<file path="config.mk">
export PLATFORM = sky130hd
export DESIGN_NAME = mdl_clk2m_arbiter
export DESIGN_NICKNAME = d
export VERILOG_FILES = /design/src/rtl/mdl_clk2m_arbiter_pkg.sv /design/src/rtl/mdl_clk2m_arbiter_rr2.sv /design/src/rtl/mdl_clk2m_arbiter.sv
export SDC_FILE = /design/constraint.sdc
export NUM_CORES = 1
export LEC_CHECK = 0
export ABC_CLOCK_PERIOD_IN_PS = 1470
export CAP_MARGIN = 20
export CORE_MARGIN = 3
export CORE_UTILIZATION = 49
export DETAILED_ROUTE_END_ITERATION = 8
export PLACE_DENSITY = 0.75
export SETUP_SLACK_MARGIN = 0.02
export SYNTH_ARGS = -nofsm -noshare
export SYNTH_HDL_FRONTEND = slang
export SYNTH_SLANG_ARGS = --single-unit
</file>
<file path="constraint.sdc">
create_clock -name i_MCLK -period 1.47 [get_ports i_MCLK]
set_input_delay 0.294 -clock i_MCLK [delete_from_list [all_inputs] [get_ports i_MCLK]]
set_output_delay 0.294 -clock i_MCLK [all_outputs]
set_load 0.005 [all_outputs]
</file>
<file path="src/rtl/mdl_clk2m_arbiter_pkg.sv">
// Shared definitions for the 2 MHz subclock halt arbiter.
//   arb_state_t       : arbiter state encoding
//   HOLD_MAX_DEF      : default maximum granted ticks before forced release
//   STOP_TIMEOUT_DEF  : default maximum ticks waiting for the subclock to stop
package mdl_clk2m_arbiter_pkg;

  typedef enum logic [2:0] {
    ST_IDLE      = 3'd0,
    ST_ALIGN     = 3'd1,
    ST_STOPPING  = 3'd2,
    ST_GRANTED   = 3'd3,
    ST_RELEASING = 3'd4
  } arb_state_t;

  localparam logic [7:0] HOLD_MAX_DEF     = 8'd255;
  localparam logic [3:0] STOP_TIMEOUT_DEF = 4'd15;

endpackage

</file>
<file path="src/rtl/mdl_clk2m_arbiter_rr2.sv">
// submdl_rr2: 2-way round-robin picker with eligibility mask (combinational).
//   req    : raw request levels {REQ1, REQ0}
//   elig   : eligibility mask, 1 = requester may win
//   last   : requester served most recently
//   valid  : at least one eligible requester is asking
//   winner : chosen requester index
module submdl_rr2 (
  input  logic [1:0] req,
  input  logic [1:0] elig,
  input  logic       last,
  output logic       valid,
  output logic       winner
);

  logic [1:0] cand;

  assign cand  = req & elig;
  assign valid = |cand;

  always_comb begin
    winner = 1'b0;
    case (cand)
      2'b01:   winner = 1'b0;
      2'b10:   winner = 1'b1;
      // Tie: the requester that was not served last goes next.
      2'b11:   winner = ~last;
      default: winner = 1'b0;
    endcase
  end

endmodule

</file>
<file path="src/rtl/mdl_clk2m_arbiter.sv">
// mdl_clk2m_arbiter: arbitrates two requesters wanting the 2 MHz subclock
// halted. The winner's stop request is issued to the supervisor aligned to
// rotator slot 4; the grant is given once the delayed stopped status is seen.
// All state advances only on 4 MHz clock-enable ticks.
//   i_MCLK              : master clock (rising edge)
//   i_MRST_n            : asynchronous active-low reset
//   i_CLK4M_PCEN_n      : active-low 4 MHz clock enable (tick)
//   i_ROT8              : one-hot 8-slot rotator
//   i_SYS_RUN_FLAG      : system running
//   i_CLK2M_STOP_DLYD_n : delayed subclock-stopped status, low = stopped
//   i_REQ0/i_REQ1       : halt requests, level, active-high
//   o_GNT0/o_GNT1       : subclock halted for that requester
//   o_CLK2M_STOPRQ0_n/1_n : active-low stop requests to the supervisor
//   o_BUSY              : arbiter not idle
//   o_TIMEOUT           : sticky stop-timeout error
module mdl_clk2m_arbiter
  import mdl_clk2m_arbiter_pkg::*;
#(
  parameter logic [7:0] HOLD_MAX     = HOLD_MAX_DEF,
  parameter logic [3:0] STOP_TIMEOUT = STOP_TIMEOUT_DEF
) (
  input  logic       i_MCLK,
  input  logic       i_MRST_n,
  input  logic       i_CLK4M_PCEN_n,
  input  logic [7:0] i_ROT8,
  input  logic       i_SYS_RUN_FLAG,
  input  logic       i_CLK2M_STOP_DLYD_n,
  input  logic       i_REQ0,
  input  logic       i_REQ1,
  output logic       o_GNT0,
  output logic       o_GNT1,
  output logic       o_CLK2M_STOPRQ0_n,
  output logic       o_CLK2M_STOPRQ1_n,
  output logic       o_BUSY,
  output logic       o_TIMEOUT
);

  arb_state_t state_q, state_nxt;
  logic       win_q, win_nxt;
  logic       last_q, last_nxt;
  logic [1:0] blk_q, blk_nxt;
  logic [3:0] timer_q, timer_nxt;
  logic [7:0] hold_q, hold_nxt;
  logic [1:0] gnt_q, gnt_nxt;
  logic [1:0] rq_n_q, rq_n_nxt;
  logic       busy_q, busy_nxt;
  logic       to_q, to_nxt;

  logic       tick;
  logic [1:0] req;
  logic       req_win;
  logic [3:0] timer_inc;
  logic       pick_vld;
  logic       pick_win;
  logic       force_rel;

  // Only slot 4 marks the alignment point; the other slots are not needed.
  logic       unused_rot;
  assign unused_rot = ^{i_ROT8[7:5], i_ROT8[3:0]};

  assign tick      = ~i_CLK4M_PCEN_n;
  assign req       = {i_REQ1, i_REQ0};
  assign req_win   = req[win_q];
  assign timer_inc = timer_q + 4'd1;

  submdl_rr2 u_rr2 (
    .req    (req),
    .elig   (~blk_q),
    .last   (last_q),
    .valid  (pick_vld),
    .winner (pick_win)
  );

  always_comb begin
    state_nxt = state_q;
    win_nxt   = win_q;
    last_nxt  = last_q;
    blk_nxt   = blk_q;
    timer_nxt = timer_q;
    hold_nxt  = hold_q;
    gnt_nxt   = gnt_q;
    rq_n_nxt  = rq_n_q;
    to_nxt    = to_q;
    force_rel = 1'b0;

    if (tick) begin
      case (state_q)
        ST_IDLE: begin
          if (i_SYS_RUN_FLAG && pick_vld) begin
            win_nxt   = pick_win;
            state_nxt = ST_ALIGN;
          end
        end
        ST_ALIGN: begin
          if (!i_SYS_RUN_FLAG) begin
            force_rel = 1'b1;
            state_nxt = ST_RELEASING;
          end else if (i_ROT8[4]) begin
            rq_n_nxt[win_q] = 1'b0;
            timer_nxt       = 4'd0;
            state_nxt       = ST_STOPPING;
          end
        end
        ST_STOPPING: begin
          timer_nxt = timer_inc;
          if (!i_SYS_RUN_FLAG) begin
            rq_n_nxt  = 2'b11;
            force_rel = 1'b1;
            state_nxt = ST_RELEASING;
          end else if (!i_CLK2M_STOP_DLYD_n) begin
            gnt_nxt[win_q] = 1'b1;
            hold_nxt       = 8'd0;
            state_nxt      = ST_GRANTED;
          end else if (!req_win) begin
            // Requester gave up before the stop was seen: no grant.
            rq_n_nxt  = 2'b11;
            state_nxt = ST_RELEASING;
          end else if (timer_inc == STOP_TIMEOUT) begin
            to_nxt    = 1'b1;
            rq_n_nxt  = 2'b11;
            force_rel = 1'b1;
            state_nxt = ST_RELEASING;
          end
        end
        ST_GRANTED: begin
          hold_nxt = hold_q + 8'd1;
          if (!i_SYS_RUN_FLAG || !req_win || (hold_q == HOLD_MAX)) begin
            gnt_nxt   = 2'b00;
            rq_n_nxt  = 2'b11;
            force_rel = !i_SYS_RUN_FLAG || req_win;
            state_nxt = ST_RELEASING;
          end
        end
        ST_RELEASING: begin
          if (i_CLK2M_STOP_DLYD_n) begin
            last_nxt  = win_q;
            state_nxt = ST_IDLE;
          end
        end
        default: begin
          gnt_nxt   = 2'b00;
          rq_n_nxt  = 2'b11;
          state_nxt = ST_IDLE;
        end
      endcase

      // A forced release blocks the winner until its request is seen low;
      // a low request on this tick lifts the block.
      if (force_rel) blk_nxt[win_q] = 1'b1;
      blk_nxt = blk_nxt & req;
    end

    busy_nxt = (state_nxt != ST_IDLE);
  end

  always_ff @(posedge i_MCLK or negedge i_MRST_n) begin
    if (!i_MRST_n) begin
      state_q <= ST_IDLE;
      win_q   <= 1'b0;
      last_q  <= 1'b1;
      blk_q   <= 2'b00;
      timer_q <= 4'd0;
      hold_q  <= 8'd0;
      gnt_q   <= 2'b00;
      rq_n_q  <= 2'b11;
      busy_q  <= 1'b0;
      to_q    <= 1'b0;
    end else begin
      state_q <= state_nxt;
      win_q   <= win_nxt;
      last_q  <= last_nxt;
      blk_q   <= blk_nxt;
      timer_q <= timer_nxt;
      hold_q  <= hold_nxt;
      gnt_q   <= gnt_nxt;
      rq_n_q  <= rq_n_nxt;
      busy_q  <= busy_nxt;
      to_q    <= to_nxt;
    end
  end

  assign o_GNT0            = gnt_q[0];
  assign o_GNT1            = gnt_q[1];
  assign o_CLK2M_STOPRQ0_n = rq_n_q[0];
  assign o_CLK2M_STOPRQ1_n = rq_n_q[1];
  assign o_BUSY            = busy_q;
  assign o_TIMEOUT         = to_q;

endmodule

</file>
==> results.toml <==
[min_path]
hold_path.class = "in2async"

[worst_setup_path]
path_cells = "a21bo_2, a211oi_2, nor3_2, buf_4, o21ai_4, nand4_1"
critPathBufInv = 1
slowest_stage = "dfrtp_2"
crit_type = "reg2reg"
cpLargestDelayFamily = "compound AO/OA/AOI/OAI gates"
rr_endpoint = "o_BUSY$_DFF_PN0_"
critPathMaxStageDelay_ns = 0.50
r2r_slack_ns = -0.17
critical_path_required_ns = 1.68
cp-end-kind = "flop"
cp-start-kind = "flop"
r2r-start = "timer_q[1]$_DFFE_PN0P_"
cp_max_fo = 6
crit_start = "timer_q[1]$_DFFE_PN0P_"
worstPathArrival_ns = 1.85
rr_worst_depth = 6

[drt]
wl_microns = 5320
antenna_left = 0
via_per_inst = 6.25
drc = 0
post_drt_wl_per_cell_microns = 18.4
dr.pass1.iters = 5
num_vias = 1806
detail_route.iter0.violations = 195

[clock_network]
cts_tree = "yes"
cts.clk_slew.worst_paths_ns = 0.14
cts-hold-fix-buffers = 0
clockBufferDepth = 2
insertion_delay_ns = 0.34
cts_sinks = 25
htreeDepth = 1
cts-root-buf = "clkbuf_4"
cts_made_buffers = 3

[die]
die_area_sq_mm = 0.00389
die_h_microns = 62.4
row_count = 19
ios = 21
core-area_sq_mm = 0.00290
fp.dieW_microns = 62.4
start_util_pct = 53.7

[sta]
worst_pin_slew_ns = 0.406
setup_slack_ns = -0.173
period_share_pct = 112
fmax_ghz = 0.609
setup_violations = 8
grt_setup_unrepaired = "true"
slew-limit-headroom_pct = 72.7
finalHoldViolations = 0
fin_crit_ns = 1.64
fin_skew_ns = 0.00565
hold_slack_ns = 0.296
drv_slew = 0

[place]
io_buffers = 13
post-place-ws_ns = -0.487
place_area_sq_mm = 0.00206
hpwlAfterDp_microns = 3220
place_congestion = 0.964

[run_status]
failed_checks = "negative setup slack"
status = "finished, violations left"

[power]
pwr-share-comb_pct = 56.1
p_leak_nw = 1.06
p_seq_share_pct = 34.5
p_sw_share_pct = 42.0
p_switching_mw = 1.46
peakVddDrop_v = 0.00128
power_density_mw_per_mm2 = 1430
clockPowerShare_pct = 9.4
p_int_mw = 2.01

[global_routing]
grt_usage_pct = 25.2
grt_pass1_vias = 1757
antenna_found_initial = 0
grt_max_degree = 26
overflow = 0
grt_pass1_wl_microns = 7890

[finish]
layout_commonest_cell = "buf_4"
post-route-util_pct = 83.3
drive_above_1_share_pct = 48.6
finalNetCount = 266
fin_area_sq_mm = 0.00242
layout_common_cells = "buf_4, dfrtp_1, nor2_1"
syn_to_final_growth_pct = 55.1
antenna_cells = 0

[synthesis]
postSynth.asyncResetShare_pct = 100
syn_area_per_cell_sq_um = 8.70
ys.flop_type = "dfrtp_1"
synth_area_sq_mm = 0.00156
synth.area.top_cells = "dfrtp_1, dfstp_2, o21ai_0"
synth-seq-area-share_pct = 40.4
netlist.area_leader.share_pct = 35.3
syn_nets = 197
yosys_warnings = 0
synth_edf_count = 0
synthDistinctLibCells = 48
ys_seq_elements = 25
yosys.area.top_type = "dfrtp_1"
synthCells = 179

[job]
cap_viol_max_count = 0
## registers in the layout, indices dropped and copies added (netlist names)
| register | flops |
|---|---|
| win_q | 1 |
| last_q | 1 |
| rq_n_q | 2 |
| gnt_q | 2 |
| o_TIMEOUT | 1 |
| o_BUSY | 1 |
| hold_q | 8 |
| timer_q | 4 |
| state_q | 3 |
| blk_q | 2 |
## layer usage
metal / vias up / part of all wire, % / GRT usage (%)
met5: - / 0 / 0
met2: 117 / 50 / 44.2
li1: 792 / - / -
met4: 0 / 4.5 / 12.9
met1: 872 / 37 / 30.0
met3: 25 / 8.5 / 3.60
## per-stage QoR
step	std cells	power (mW)	TNS [ns]
2_1_floorplan	179	1.96	0
3_3_place_gp	269	2.57	-7.50
3_5_place_dp	269	2.66	-8.34
4_1_cts	280	3.22	-0.374
5_1_grt	289	3.66	-1.40
6_report	289	3.47	-0.691
## timing repair
item / CTS / global route
gates resized for setup: 35 / 22
endpoints found under the setup margin: 23 / 24
buffers inserted: 7 / 9
pin swaps: 15 / 12
## worst max path at each step
| stage | to | slack [ns] | cells past startpoint |
|---|---|---|---|
| after floorplan | o_BUSY$_DFF_PN0_ | 0.03 | 7 |
| after global placement | timer_q[2]$_DFFE_PN0P_ | -0.47 | 5 |
| after detailed placement | timer_q[2]$_DFFE_PN0P_ | -0.49 | 5 |
| after CTS | o_BUSY$_DFF_PN0_ | -0.11 | 7 |
| after global routing | rq_n_q[0]$_DFFE_PN1P_ | -0.23 | 5 |
| final | o_BUSY$_DFF_PN0_ | -0.17 | 6 |
## synthesized netlist by cell type, types with 3 or more instances
library cell and instances:
o22ai_1 3, buf_4 3, ha_1 3, nand3_1 8, dfrtp_1 22, nand2b_1 3, a21oi_1 9, nor2_1 15
o21ai_0 12, dfstp_2 3, nand2_1 16, nand4_1 5, o21ai_1 12, a31o_1 4, inv_1 8, and3_1 4
o31ai_1 7, nor2b_1 4
## worst reg2reg max path, cell delays in order, from the launching register on
cell and delay, ns:
dfrtp_2 0.50, a21bo_2 0.24, a211oi_2 0.29, nor3_2 0.08, buf_4 0.17, o21ai_4 0.13, nand4_1 0.11
## kinds of logic (layout without fill, tap and decap cells)
family | Yosys count | after routing | share of synthesized area (%)
compound gates | 62 | 62 | 26.5
xor+xnor | 1 | 1 | 0.562
fa+ha+maj | 3 | 3 | 2.41
buf+inv | 16 | 84 | 4.82
flops | 25 | 25 | 40.4
mux | 2 | 2 | 1.69
simple gates | 70 | 70 | 23.6
## cell type report
type / instances / area (sq um)
multi-input cells: 138 / 1100
flip-flops and latches: 25 / 637
repair buffers: 72 / 571
clock inverters: 1 / 5.00
inverters: 8 / 30.0
well taps: 42 / 52.6
clock buffers: 3 / 22.5
fillers: 162 / 484
## power by group through the flow
stage	sequential (mW)	combinational, mW	clock [mW]
after CTS	1.17	1.72	0.332
after detailed placement	1.17	1.49	0
after floorplan	1.11	0.847	0
after global placement	1.15	1.42	0
after global routing	1.22	2.06	0.371
final	1.19	1.94	0.327
Note: power is estimated with default switching activity, not from simulation.
